--- src/rtl/dma_pkg.sv ---
`default_nettype none
// ============================================================================
// Module : dma_pkg
// Purpose: Shared types and bit-index constants for the single-channel DMA
//          sequencer (dma_ctrl). Holds the sequencer state encoding and the
//          bit positions used by software for the ctrl and status words.
// Ports  : none (package)
// Rev    : 1.0  initial release
// ============================================================================
package dma_pkg;

  typedef enum logic [2:0] {
    IDLE    = 3'd0,
    RD_REQ  = 3'd1,
    RD_WAIT = 3'd2,
    WR_REQ  = 3'd3,
    WR_WAIT = 3'd4,
    FIN     = 3'd5
  } dma_state_t;

  // ctrl word bit positions
  localparam int CTRL_START = 0;

  // status word bit positions
  localparam int STAT_BUSY  = 0;
  localparam int STAT_DONE  = 1;
  localparam int STAT_ERR   = 2;
  localparam int STAT_ABORT = 3;

  // A transfer is in progress whenever the sequencer owns the bus or is
  // waiting on a response.
  function automatic logic state_is_busy(input dma_state_t s);
    return (s == RD_REQ) || (s == RD_WAIT) || (s == WR_REQ) || (s == WR_WAIT);
  endfunction

endpackage
`default_nettype wire

--- src/rtl/dma_ctrl.sv ---
`default_nettype none
// ============================================================================
// Module : dma_ctrl
// Purpose: Single-channel DMA sequencer. Copies cfg_len 32-bit words from
//          cfg_src to cfg_dst over one master bus port, one word in flight at
//          a time (read, then write, then next word).
// Ports  : clk, rst_n (async, active-low)
//          cfg_src/cfg_dst/cfg_len  register-bank config (latched on start)
//          cfg_start                ctrl start level; rising edge starts
//          busy_o/done_o/err_o      status (done/err sticky until next start)
//          dmst_*                   master bus: req/gnt/we/addr/wdata,
//                                   rdata/rvalid/err response
//          abort_i/aborted_o        only with DMA_CTRL_ABORT_EN defined
// Config : DMA_CTRL_ABORT_EN adds the abort input and sticky aborted status.
// Rev    : 1.0  initial release
// ============================================================================
module dma_ctrl
  import dma_pkg::*;
#(
  parameter int LEN_W    = 16,
  parameter int ADDR_INC = 4
) (
  input  logic        clk,
  input  logic        rst_n,
  input  logic [31:0] cfg_src,
  input  logic [31:0] cfg_dst,
  input  logic [31:0] cfg_len,
  input  logic        cfg_start,
`ifdef DMA_CTRL_ABORT_EN
  input  logic        abort_i,
  output logic        aborted_o,
`endif
  output logic        busy_o,
  output logic        done_o,
  output logic        err_o,
  output logic        dmst_req,
  output logic        dmst_we,
  output logic [31:0] dmst_addr,
  output logic [31:0] dmst_wdata,
  input  logic        dmst_gnt,
  input  logic [31:0] dmst_rdata,
  input  logic        dmst_rvalid,
  input  logic        dmst_err
);

  dma_state_t        state, state_d;
  logic              start_q, armed_q;
  logic [31:0]       ptr_src, ptr_src_d;
  logic [31:0]       ptr_dst, ptr_dst_d;
  logic [31:0]       rd_buf, rd_buf_d;
  logic [LEN_W-1:0]  cnt, cnt_d;
  logic              done_q, done_d;
  logic              err_q, err_d;
  logic              start_pulse;
  logic [LEN_W-1:0]  len_req;
`ifdef DMA_CTRL_ABORT_EN
  logic              abort_pend, abort_pend_d;
  logic              aborted_q, aborted_d;
`endif

  // Upper length bits and the byte-offset bits of the addresses are don't-care.
  logic unused_cfg;
  assign unused_cfg = ^{cfg_len[31:LEN_W], cfg_src[1:0], cfg_dst[1:0]};

  assign len_req = cfg_len[LEN_W-1:0];

  // armed_q stays low until cfg_start has been seen low once after reset, so
  // a start level held across reset is not mistaken for a fresh edge.
  assign start_pulse = cfg_start & ~start_q & armed_q;

  assign done_o = done_q;
  assign err_o  = err_q;
`ifdef DMA_CTRL_ABORT_EN
  assign aborted_o = aborted_q;
`endif

  always_comb begin
    state_d    = state;
    ptr_src_d  = ptr_src;
    ptr_dst_d  = ptr_dst;
    rd_buf_d   = rd_buf;
    cnt_d      = cnt;
    done_d     = done_q;
    err_d      = err_q;
`ifdef DMA_CTRL_ABORT_EN
    abort_pend_d = abort_pend;
    aborted_d    = aborted_q;
`endif
    busy_o     = state_is_busy(state);
    dmst_req   = 1'b0;
    dmst_we    = 1'b0;
    dmst_addr  = '0;
    dmst_wdata = '0;

    case (state)
      IDLE, FIN: begin
        if (start_pulse) begin
          ptr_src_d = {cfg_src[31:2], 2'b00};
          ptr_dst_d = {cfg_dst[31:2], 2'b00};
          cnt_d     = len_req;
          done_d    = 1'b0;
          err_d     = 1'b0;
`ifdef DMA_CTRL_ABORT_EN
          abort_pend_d = 1'b0;
          aborted_d    = 1'b0;
`endif
          if (len_req != '0) begin
            state_d = RD_REQ;
          end else begin
            state_d = FIN;
            done_d  = 1'b1;
          end
        end
      end

      RD_REQ: begin
        dmst_req  = 1'b1;
        dmst_addr = ptr_src;
        if (dmst_gnt) begin
          state_d = RD_WAIT;
`ifdef DMA_CTRL_ABORT_EN
          // granted access must still complete; remember the abort
          if (abort_i) abort_pend_d = 1'b1;
`endif
        end
`ifdef DMA_CTRL_ABORT_EN
        else if (abort_i) begin
          state_d   = FIN;
          done_d    = 1'b1;
          aborted_d = 1'b1;
        end
`endif
      end

      RD_WAIT: begin
`ifdef DMA_CTRL_ABORT_EN
        if (abort_i) abort_pend_d = 1'b1;
`endif
        if (dmst_rvalid) begin
          if (dmst_err) begin
            state_d = FIN;
            done_d  = 1'b1;
            err_d   = 1'b1;
          end
`ifdef DMA_CTRL_ABORT_EN
          else if (abort_pend_d) begin
            state_d   = FIN;
            done_d    = 1'b1;
            aborted_d = 1'b1;
          end
`endif
          else begin
            rd_buf_d = dmst_rdata;
            state_d  = WR_REQ;
          end
        end
      end

      WR_REQ: begin
        dmst_req   = 1'b1;
        dmst_we    = 1'b1;
        dmst_addr  = ptr_dst;
        dmst_wdata = rd_buf;
        if (dmst_gnt) begin
          state_d = WR_WAIT;
`ifdef DMA_CTRL_ABORT_EN
          if (abort_i) abort_pend_d = 1'b1;
`endif
        end
`ifdef DMA_CTRL_ABORT_EN
        else if (abort_i) begin
          state_d   = FIN;
          done_d    = 1'b1;
          aborted_d = 1'b1;
        end
`endif
      end

      WR_WAIT: begin
`ifdef DMA_CTRL_ABORT_EN
        if (abort_i) abort_pend_d = 1'b1;
`endif
        if (dmst_rvalid) begin
          if (dmst_err) begin
            state_d = FIN;
            done_d  = 1'b1;
            err_d   = 1'b1;
          end else begin
            // pointers wrap modulo 2^32 naturally
            ptr_src_d = ptr_src + 32'(ADDR_INC);
            ptr_dst_d = ptr_dst + 32'(ADDR_INC);
            cnt_d     = cnt - LEN_W'(1);
            if (cnt == LEN_W'(1)) begin
              state_d = FIN;
              done_d  = 1'b1;
            end
`ifdef DMA_CTRL_ABORT_EN
            else if (abort_pend_d) begin
              state_d   = FIN;
              done_d    = 1'b1;
              aborted_d = 1'b1;
            end
`endif
            else begin
              state_d = RD_REQ;
            end
          end
        end
      end

      default: state_d = IDLE;
    endcase
  end

  always_ff @(posedge clk or negedge rst_n) begin
    if (!rst_n) begin
      state   <= IDLE;
      start_q <= 1'b0;
      armed_q <= 1'b0;
      ptr_src <= '0;
      ptr_dst <= '0;
      rd_buf  <= '0;
      cnt     <= '0;
      done_q  <= 1'b0;
      err_q   <= 1'b0;
`ifdef DMA_CTRL_ABORT_EN
      abort_pend <= 1'b0;
      aborted_q  <= 1'b0;
`endif
    end else begin
      state   <= state_d;
      start_q <= cfg_start;
      armed_q <= armed_q | ~cfg_start;
      ptr_src <= ptr_src_d;
      ptr_dst <= ptr_dst_d;
      rd_buf  <= rd_buf_d;
      cnt     <= cnt_d;
      done_q  <= done_d;
      err_q   <= err_d;
`ifdef DMA_CTRL_ABORT_EN
      abort_pend <= abort_pend_d;
      aborted_q  <= aborted_d;
`endif
    end
  end

endmodule
`default_nettype wire
--- config.mk ---
export PLATFORM = sky130hd
export DESIGN_NAME = dma_ctrl
export DESIGN_NICKNAME = d
export VERILOG_FILES = /design/src/rtl/dma_pkg.sv /design/src/rtl/dma_ctrl.sv
export SDC_FILE = /design/constraint.sdc
export NUM_CORES = 1
export LEC_CHECK = 0
export ABC_AREA = 1
export BUFFER_PORTS_ARGS = -buffer_cell sky130_fd_sc_hd__buf_2
export CORE_ASPECT_RATIO = 0.9
export CORE_MARGIN = 2
export CORE_UTILIZATION = 52
export CTS_CLUSTER_SIZE = 10
export DETAILED_ROUTE_END_ITERATION = 12
export PLACE_DENSITY = 0.86
export SYNTH_ARGS = -nofsm -noshare
export SYNTH_HDL_FRONTEND = slang
export SYNTH_SLANG_ARGS = --single-unit
--- constraint.sdc ---
create_clock -name clk -period 4.6 [get_ports clk]
set_clock_uncertainty 0.05 [all_clocks]
set_input_delay 0.92 -clock clk [delete_from_list [all_inputs] [get_ports clk]]
set_output_delay 0.92 -clock clk [all_outputs]
set_load 0.005 [all_outputs]
==> results of run 1 <==
==> synth_stat cells (2+ instances only) <==
library cell and count:
xnor2_1 3, xor2_1 4, dfrtp_1 115, a31oi_1 5, buf_2 19, nand2_1 406
nand3b_1 2, o211ai_1 7, nor3_1 3, a21oi_1 44, nor2_1 298, ha_1 4
buf_1 5, clkbuf_1 20, inv_1 138, o21ai_1 2, o22ai_1 27, buf_4 6
nand4_1 8, o21ai_0 64, nand3_1 104
==> cell type report <==
class,instances,area (sq um)
inverter,139,522
clock buffer,22,494
fill,1436,5230
multi-input combinational,988,4230
tap,198,248
sequential,115,2880
timing repair buffer,188,963
clock inverter,9,150
==> worst max path at each step <==
stage / startpoint / to / slack, ps / cells past startpoint
4_1_cts: state[1] / dmst_addr[7] / 1250 / 6
3_3_place_gp: state[1] / dmst_addr[7] / 1730 / 6
2_1_floorplan: state[1] / dmst_addr[9] / 2230 / 5
3_5_place_dp: state[1] / dmst_addr[7] / 1690 / 6
6_report: state[1] / dmst_addr[7] / 1250 / 6
5_1_grt: state[1] / dmst_addr[26] / 1100 / 6
==> power breakdown <==
group          total, W  switching (W)  internal [W]
Clock           0.00144       0.000471      0.000971
Sequential      0.00198       0.000467       0.00151
Combinational   0.00285        0.00190      0.000946
==> registers in the layout (all words and copies together), names as in the netlist <==
signal / cells
rd_buf: 32
ptr_dst: 30
ptr_src: 30
cnt: 16
state: 3
armed_q: 1
done_o: 1
err_o: 1
start_q: 1
==> critical path, delay by kind of cell (launching register included) <==
| kind | cells | cell delay, ps |
|---|---|---|
| DFF | 1 | 440 |
| buffers and inverters | 4 | 1230 |
| AOI/OAI and AO/OA | 1 | 220 |
| and+or+nand+nor | 1 | 60 |
==> cells by family after synthesis <==
group	after synthesis
fa+ha+maj	4
other cells	1
simple gates	825
compound gates	150
xor+xnor	7
flops	115
buf+inv	189
==> layer usage <==
layer  part of all wire [%]  wire (um)  up-vias  global-route usage, %
li1                       -          -     4371                      -
met1                     42      10300     4032                   40.7
met2                     47      11500      371                   51.0
met3                    6.8       1650       65                   5.45
met4                    4.0        985        0                   14.4
met5                      0          0        -                      0
==> placed cells by master (no fill, tap or decap) <==
| master | netlist | routed |
|---|---|---|
| a21oi_1 | 44 | 44 |
| a31oi_1 | 5 | 5 |
| and3_1 | 1 | 1 |
| buf_2 | 19 | 179 |
| buf_4 | 6 | 9 |
| bufinv_16 | 0 | 4 |
| clkbuf_16 | 0 | 17 |
| clkbuf_8 | 0 | 5 |
| clkinv_2 | 0 | 3 |
| clkinvlp_4 | 0 | 2 |
| conb_1 | 1 | 2 |
| dfrtp_1 | 115 | 115 |
| ha_1 | 4 | 4 |
| inv_1 | 138 | 138 |
| inv_2 | 1 | 1 |
| nand2_1 | 406 | 405 |
| nand2_2 | 1 | 2 |
| nand3_1 | 104 | 103 |
| nand3_4 | 0 | 1 |
| nand3b_1 | 2 | 2 |
| nand4_1 | 8 | 8 |
| nor2_1 | 298 | 297 |
| nor2_4 | 1 | 2 |
| nor3_1 | 3 | 3 |
| nor3b_1 | 1 | 1 |
| o211ai_1 | 7 | 7 |
| o21ai_0 | 64 | 64 |
| o21ai_1 | 2 | 2 |
| o21bai_1 | 1 | 1 |
| o22ai_1 | 27 | 27 |
| xnor2_1 | 3 | 3 |
| xor2_1 | 4 | 4 |
==> stage by stage <==
stage / hold WS [ps] / total power (W) / utilization, % / worst slack, ps / cell area, sq um
final: 416 / 0.00627 / 64.4 / 1250 / 9480
after global routing: 450 / 0.00677 / 64.4 / 1100 / 9480
after CTS: 417 / 0.00623 / 64.4 / 1250 / 9480
after detailed placement: 400 / 0.00474 / 60.1 / 1690 / 8840
after global placement: 394 / 0.00463 / 60.1 / 1730 / 8840
after floorplan: 377 / 0.00382 / - / 2230 / 7840
==> flow_summary.toml, run 1 <==
[status]
outcome = "completed"

[yosys]
synth_cells = 1291
netlist_area_sq_um = 7830
synth_top_family_by_area = "simple AND/OR/NAND/NOR gates"
synth_xor_area_share_pct = 0.783
synth_enable_flop_cells = 0
ys.flop_type = "dfrtp_1"
yosysSeqAreaShare_pct = 36.7
synth_cell_types = 28
synth_fa_ha_area_share_pct = 0.639
async_reset_ff_share_pct = 100
avgSynthCellArea_sq_um = 6.07
ys.warnings.count = 0
yosysTopAreaCellShare_pct = 36.7
synth_seq_cells = 115
muxShareOfSynthArea_pct = 0
synth.largest_area_cell = "dfrtp_1"
synthTopCellsByArea = "dfrtp_1 37%, nand2_1 19%, nor2_1 14%, nand3_1 6.6%, inv_1 6.6%"
synthSimpleGateAreaFrac_pct = 41.8
synth_compound_area_share_pct = 10.3

[worst_setup_path]
crit_path_top_delay_cell = "inv_2"
crit_path_end_kind = "primary output"
worstRegToRegCells = 11
path_cells = "inv_1 -> nor3_1 -> buf_4 -> inv_2 -> o22ai_1 -> buf_2"
critPathLaunchType = "flop"
path_max_fanout = 60
crit_required_ps = 3630
regToRegEndpoint = "ptr_src[26]"
critical_path.max_stage_delay_ps = 720
critPathKind = "flop to primary output"
r2r_slack_ps = 1640
r2r_start = "state[0]"
arrival_ps = 2380

[floorplanning]
die_width_um = 133
fp.dieArea_sq_um = 16100
pin_count = 203
fp-row-count = 42
die_h_um = 120
start_util_pct = 53.2
fp.coreArea_sq_um = 14700

[hold_path]
min_path_type = "flop to flop"
min_to = "armed_q"
worstHoldStart = "armed_q"
hold_depth = 2

[clocking]
insertion_delay_ps = 420
cts_resized = 0
cts_setup_buffers = 0
ctsHoldBuffers = 0
cts_tree = "yes"
cts-htree-levels = 4
cts_num_sinks = 115
cts_buffers = 17
clk_path_buf_depth = 2
path_clk_slew_ps = 60
root_buffer = "clkbuf_16"

[detailed_routing]
drt-pass1-iter-count = 6
wl_per_cell_um = 14.7
post_drt_via_cell_ratio = 5.33
ant_nets = 0
drc = 0
vias = 8839
drt_wl_total_um = 24400
drt_iter0_drc = 915

[sta]
worst_slew_pin_slew_ps = 1130
setup_viol = 0
finalHoldViolCount = 0
final_max_slew_viol_count = 0
final.setup.tns_ps = 0
layout_min_cycle_time_ps = 3350
fmax_mhz = 299
slew-limit-headroom_pct = 24.1
period_share_pct = 72.8
rsz0062_at_grt = "false"

[final_layout]
drive_gt1_share_pct = 15.4
finish.cell_count_without_fillers = 1659
num_antenna_cells = 0
fin_nets = 1587
syn_to_final_growth_pct = 21.0

[place]
dp.cells = 1628
place_congestion = 0.973
port_buffers = 180
dp_hpwl_um = 17700

[job]
max_cap_viol_count = 0

[power]
p_leak_nw = 4.82
ir_drop_v = 0.000400
p_per_area_nw_per_um2 = 661

[grt]
grt_max_degree = 81
grt_pass1_vias = 8294
antenna_found_initial = 0
grt_pass1_wl_um = 39900
gr-usage-all-layers_pct = 31.2
overflow = 0
(Power assumes the default switching activity.)
==> inputs of run 2 (changes only) <==
--- a/config.mk
+++ b/config.mk
@@ -5,14 +5,14 @@
 export SDC_FILE = /design/constraint.sdc
 export NUM_CORES = 1
 export LEC_CHECK = 0
-export ABC_AREA = 1
+export ABC_AREA = 0
 export BUFFER_PORTS_ARGS = -buffer_cell sky130_fd_sc_hd__buf_2
 export CORE_ASPECT_RATIO = 0.9
 export CORE_MARGIN = 2
 export CORE_UTILIZATION = 52
 export CTS_CLUSTER_SIZE = 10
 export DETAILED_ROUTE_END_ITERATION = 12
-export PLACE_DENSITY = 0.86
+export PLACE_DENSITY = 0.87
 export SYNTH_ARGS = -nofsm -noshare
 export SYNTH_HDL_FRONTEND = slang
 export SYNTH_SLANG_ARGS = --single-unit
==> constraint.sdc (replaced) <==
create_clock -name clk -period 3.3 [get_ports clk]
set_clock_uncertainty 0.05 [all_clocks]
set_input_delay 0.66 -clock clk [delete_from_list [all_inputs] [get_ports clk]]
set_output_delay 0.66 -clock clk [all_outputs]
set_load 0.005 [all_outputs]
==> run 2 against run 1 <==
- register-to-register slack lost 780 ps
- sequential power grew 46%
- hold slack lost 210 ps
- sequential cell count is the same
- critical endpoint is now dmst_wdata[31]
- cell count shrank 30%
- design area shrank 6.5%
- synthesized area shrank 8.5%
- setup slack lost 1000 ps
- die area shrank 8.2%
==> flow_summary.toml, run 2 <==
[yosys]
synth_common_cells = "115 x dfrtp_1, 79 x a21oi_1, 72 x nor2_1"
ys.warnings.count = 0
yosysTopAreaCellShare_pct = 40.1
synth_most_common_cell = "dfrtp_1"
synth_cell_types = 68
async_reset_ff_share_pct = 100
yosysSeqAreaShare_pct = 40.1
synth_cells = 826
ys.flop_type = "dfrtp_1"
synth.largest_area_cell = "dfrtp_1"
netlist_area_sq_um = 7170
synthTopCellsByArea = "dfrtp_1 40%, a21oi_1 5.5%, mux2_2 5.0%, mux2i_1 4.7%, and3_1 4.0%"
avgSynthCellArea_sq_um = 8.68
synth_enable_flop_cells = 0
synth_seq_cells = 115

[grt]
antenna_found_initial = 3
grt_pass1_wl_um = 32700
overflow = 0
gr-usage-all-layers_pct = 28.0
grt_pass1_vias = 6441
grt_max_degree = 66

[status]
outcome = "completed"

[floorplanning]
fp.dieArea_sq_um = 14700
start_util_pct = 53.4
fp.coreArea_sq_um = 13400
die_width_um = 128
fp-row-count = 40
die_h_um = 115
pin_count = 203

[place]
place_congestion = 0.916
placed_area_sq_um = 8170
port_buffers = 180
dp_hpwl_um = 14000

[sta]
final.setup.tns_ps = 0
fmax_mhz = 328
rsz0062_at_grt = "false"
worst_slew_pin_slew_ps = 864
layout_min_cycle_time_ps = 3050
final_max_slew_viol_count = 0
setup_viol = 0
hold-worst-slack_ps = 207
slew-limit-headroom_pct = 42.3
period_share_pct = 92.5
finalHoldViolCount = 0

[worst_setup_path]
critical_path_buf_inv_count = 2
arrival_ps = 2340
critPathTopFamily = "buffers and inverters"
critical_path.max_stage_delay_ps = 700
crit_path_top_delay_cell = "dfrtp_1"
critPathLaunchType = "flop"
path_max_fanout = 34
crit_required_ps = 2590
path_cells = "nand2b_1 -> inv_1 -> and3_1 -> buf_2"
critPathKind = "flop to primary output"
crit_path_end_kind = "primary output"

[final_layout]
fin_nets = 1110
final_util_pct = 66.1
reg_top3 = "rd_buf (32), ptr_dst (30), ptr_src (30)"
mostFrequentLayoutCells = "179 x buf_2, 114 x dfrtp_1, 79 x a21oi_1, 72 x nor2_1, 61 x nand2_1"
largest_register_ffs = 32
layout_commonest_cell = "buf_2"
top_register = "rd_buf"
drive_gt1_share_pct = 28.3
fillers = 1145
syn_to_final_growth_pct = 23.7
final_area_sq_um = 8870

[clocking]
cts_buffers = 17
cts_resized = 0
insertion_delay_ps = 410
cts_setup_buffers = 0
root_buffer = "clkbuf_16"
cts_tree = "yes"
clk_path_buf_depth = 2
path_clk_slew_ps = 50
cts_num_sinks = 115
ctsHoldBuffers = 0
cts-htree-levels = 4

[power]
p_leak_nw = 4.06
p_per_area_nw_per_um2 = 908
ir_drop_v = 0.000510

[detailed_routing]
post_drt_via_cell_ratio = 6.25
drt_iter0_drc = 760
drt-pass1-iter-count = 6
drt_wl_total_um = 20700
ant_nets = 0
vias = 7216
drc = 0
wl_per_cell_um = 17.9

[job]
max_cap_viol_count = 0

[hold_path]
min_path_type = "input pin to asynchronous set/reset pin"
[run 2: cell count changes after synthesis, moves of 35 or more]
cell     before  now
and3_1        1   46
nor2_1      298   72
nand3_1     104   32
a21oi_1      44   79
nand2_1     406   62
inv_1       138   10
[run 2: path summary, 6_finish.rpt]
| kind | depth (start not counted) | slack, ps | start | to |
|---|---|---|---|---|
| setup / recovery | 4 | 250 | state[0] | dmst_wdata[31] |
| hold / removal | 1 | 210 | rst_n | rd_buf[6] |
| setup reg to reg | 6 | 860 | ptr_dst[2] | ptr_dst[30] |
| hold reg to reg | 1 | 440 | rd_buf[26] | rd_buf[26] |
| max in group asynchronous | 2 | 2230 | rst_n | ptr_src[19] |
| min in group clk | 1 | 360 | cfg_start | start_q |
[run 2: kinds of logic after synthesis]
logic type | after synthesis | share of synthesized area (%)
compound gates | 251 | 22.1
other cells | 1 | 0.0523
mux | 66 | 9.77
simple gates | 305 | 22.0
fa+ha+maj | 4 | 0.698
buf+inv | 81 | 4.85
xor+xnor | 3 | 0.367
flops | 115 | 40.1
[run 2: worst register-to-register path, delay by kind of cell, from the launching register on]
kind / cells / cell delay (ps)
and+or+nand+nor: 3 / 1170
DFF: 1 / 480
AOI/OAI and AO/OA: 2 / 420
adders and majority gates: 1 / 230
[run 2: layer usage]
metal / routed length [um] / track usage (%) / vias to the layer above / part of all wire [%]
met3: 1500 / 5.30 / 31 / 7.3
met2: 9930 / 44.2 / 348 / 48
met4: 402 / 10.5 / 2 / 1.9
li1: - / - / 3395 / -
met5: 13 / 0 / - / 0.063
met1: 8850 / 38.8 / 3440 / 43
[run 2: area by class of cell]
cell class / instances / area, sq um / share of cell area [%]
multi-input combinational: 631 / 3970 / 44.7
sequential: 115 / 2880 / 32.5
timing repair buffer: 197 / 1080 / 12.2
clock buffer: 17 / 425 / 4.80
clock inverter: 15 / 262 / 2.95
tap: 168 / 210 / 2.37
inverter: 10 / 37.5 / 0.423
antenna: 2 / 5.00 / 0.0564
[run 2: per-stage QoR]
step | total power, W | setup slack (ps) | std cells
after CTS | 0.00804 | 257 | 1153
after global routing | 0.00858 | 86.3 | 1155
after global placement | 0.00571 | 799 | 1121
after floorplan | 0.00478 | 1140 | 827
final | 0.00805 | 247 | 1155
after detailed placement | 0.00584 | 755 | 1121
[run 2: power by group]
| group | leakage (nW) | internal (W) | switching [W] |
|---|---|---|---|
| Combinational | 2.36 | 0.00140 | 0.00159 |
| Clock | 0.329 | 0.00149 | 0.000673 |
| Sequential | 1.36 | 0.00208 | 0.000815 |
| Total | 4.06 | 0.00497 | 0.00308 |
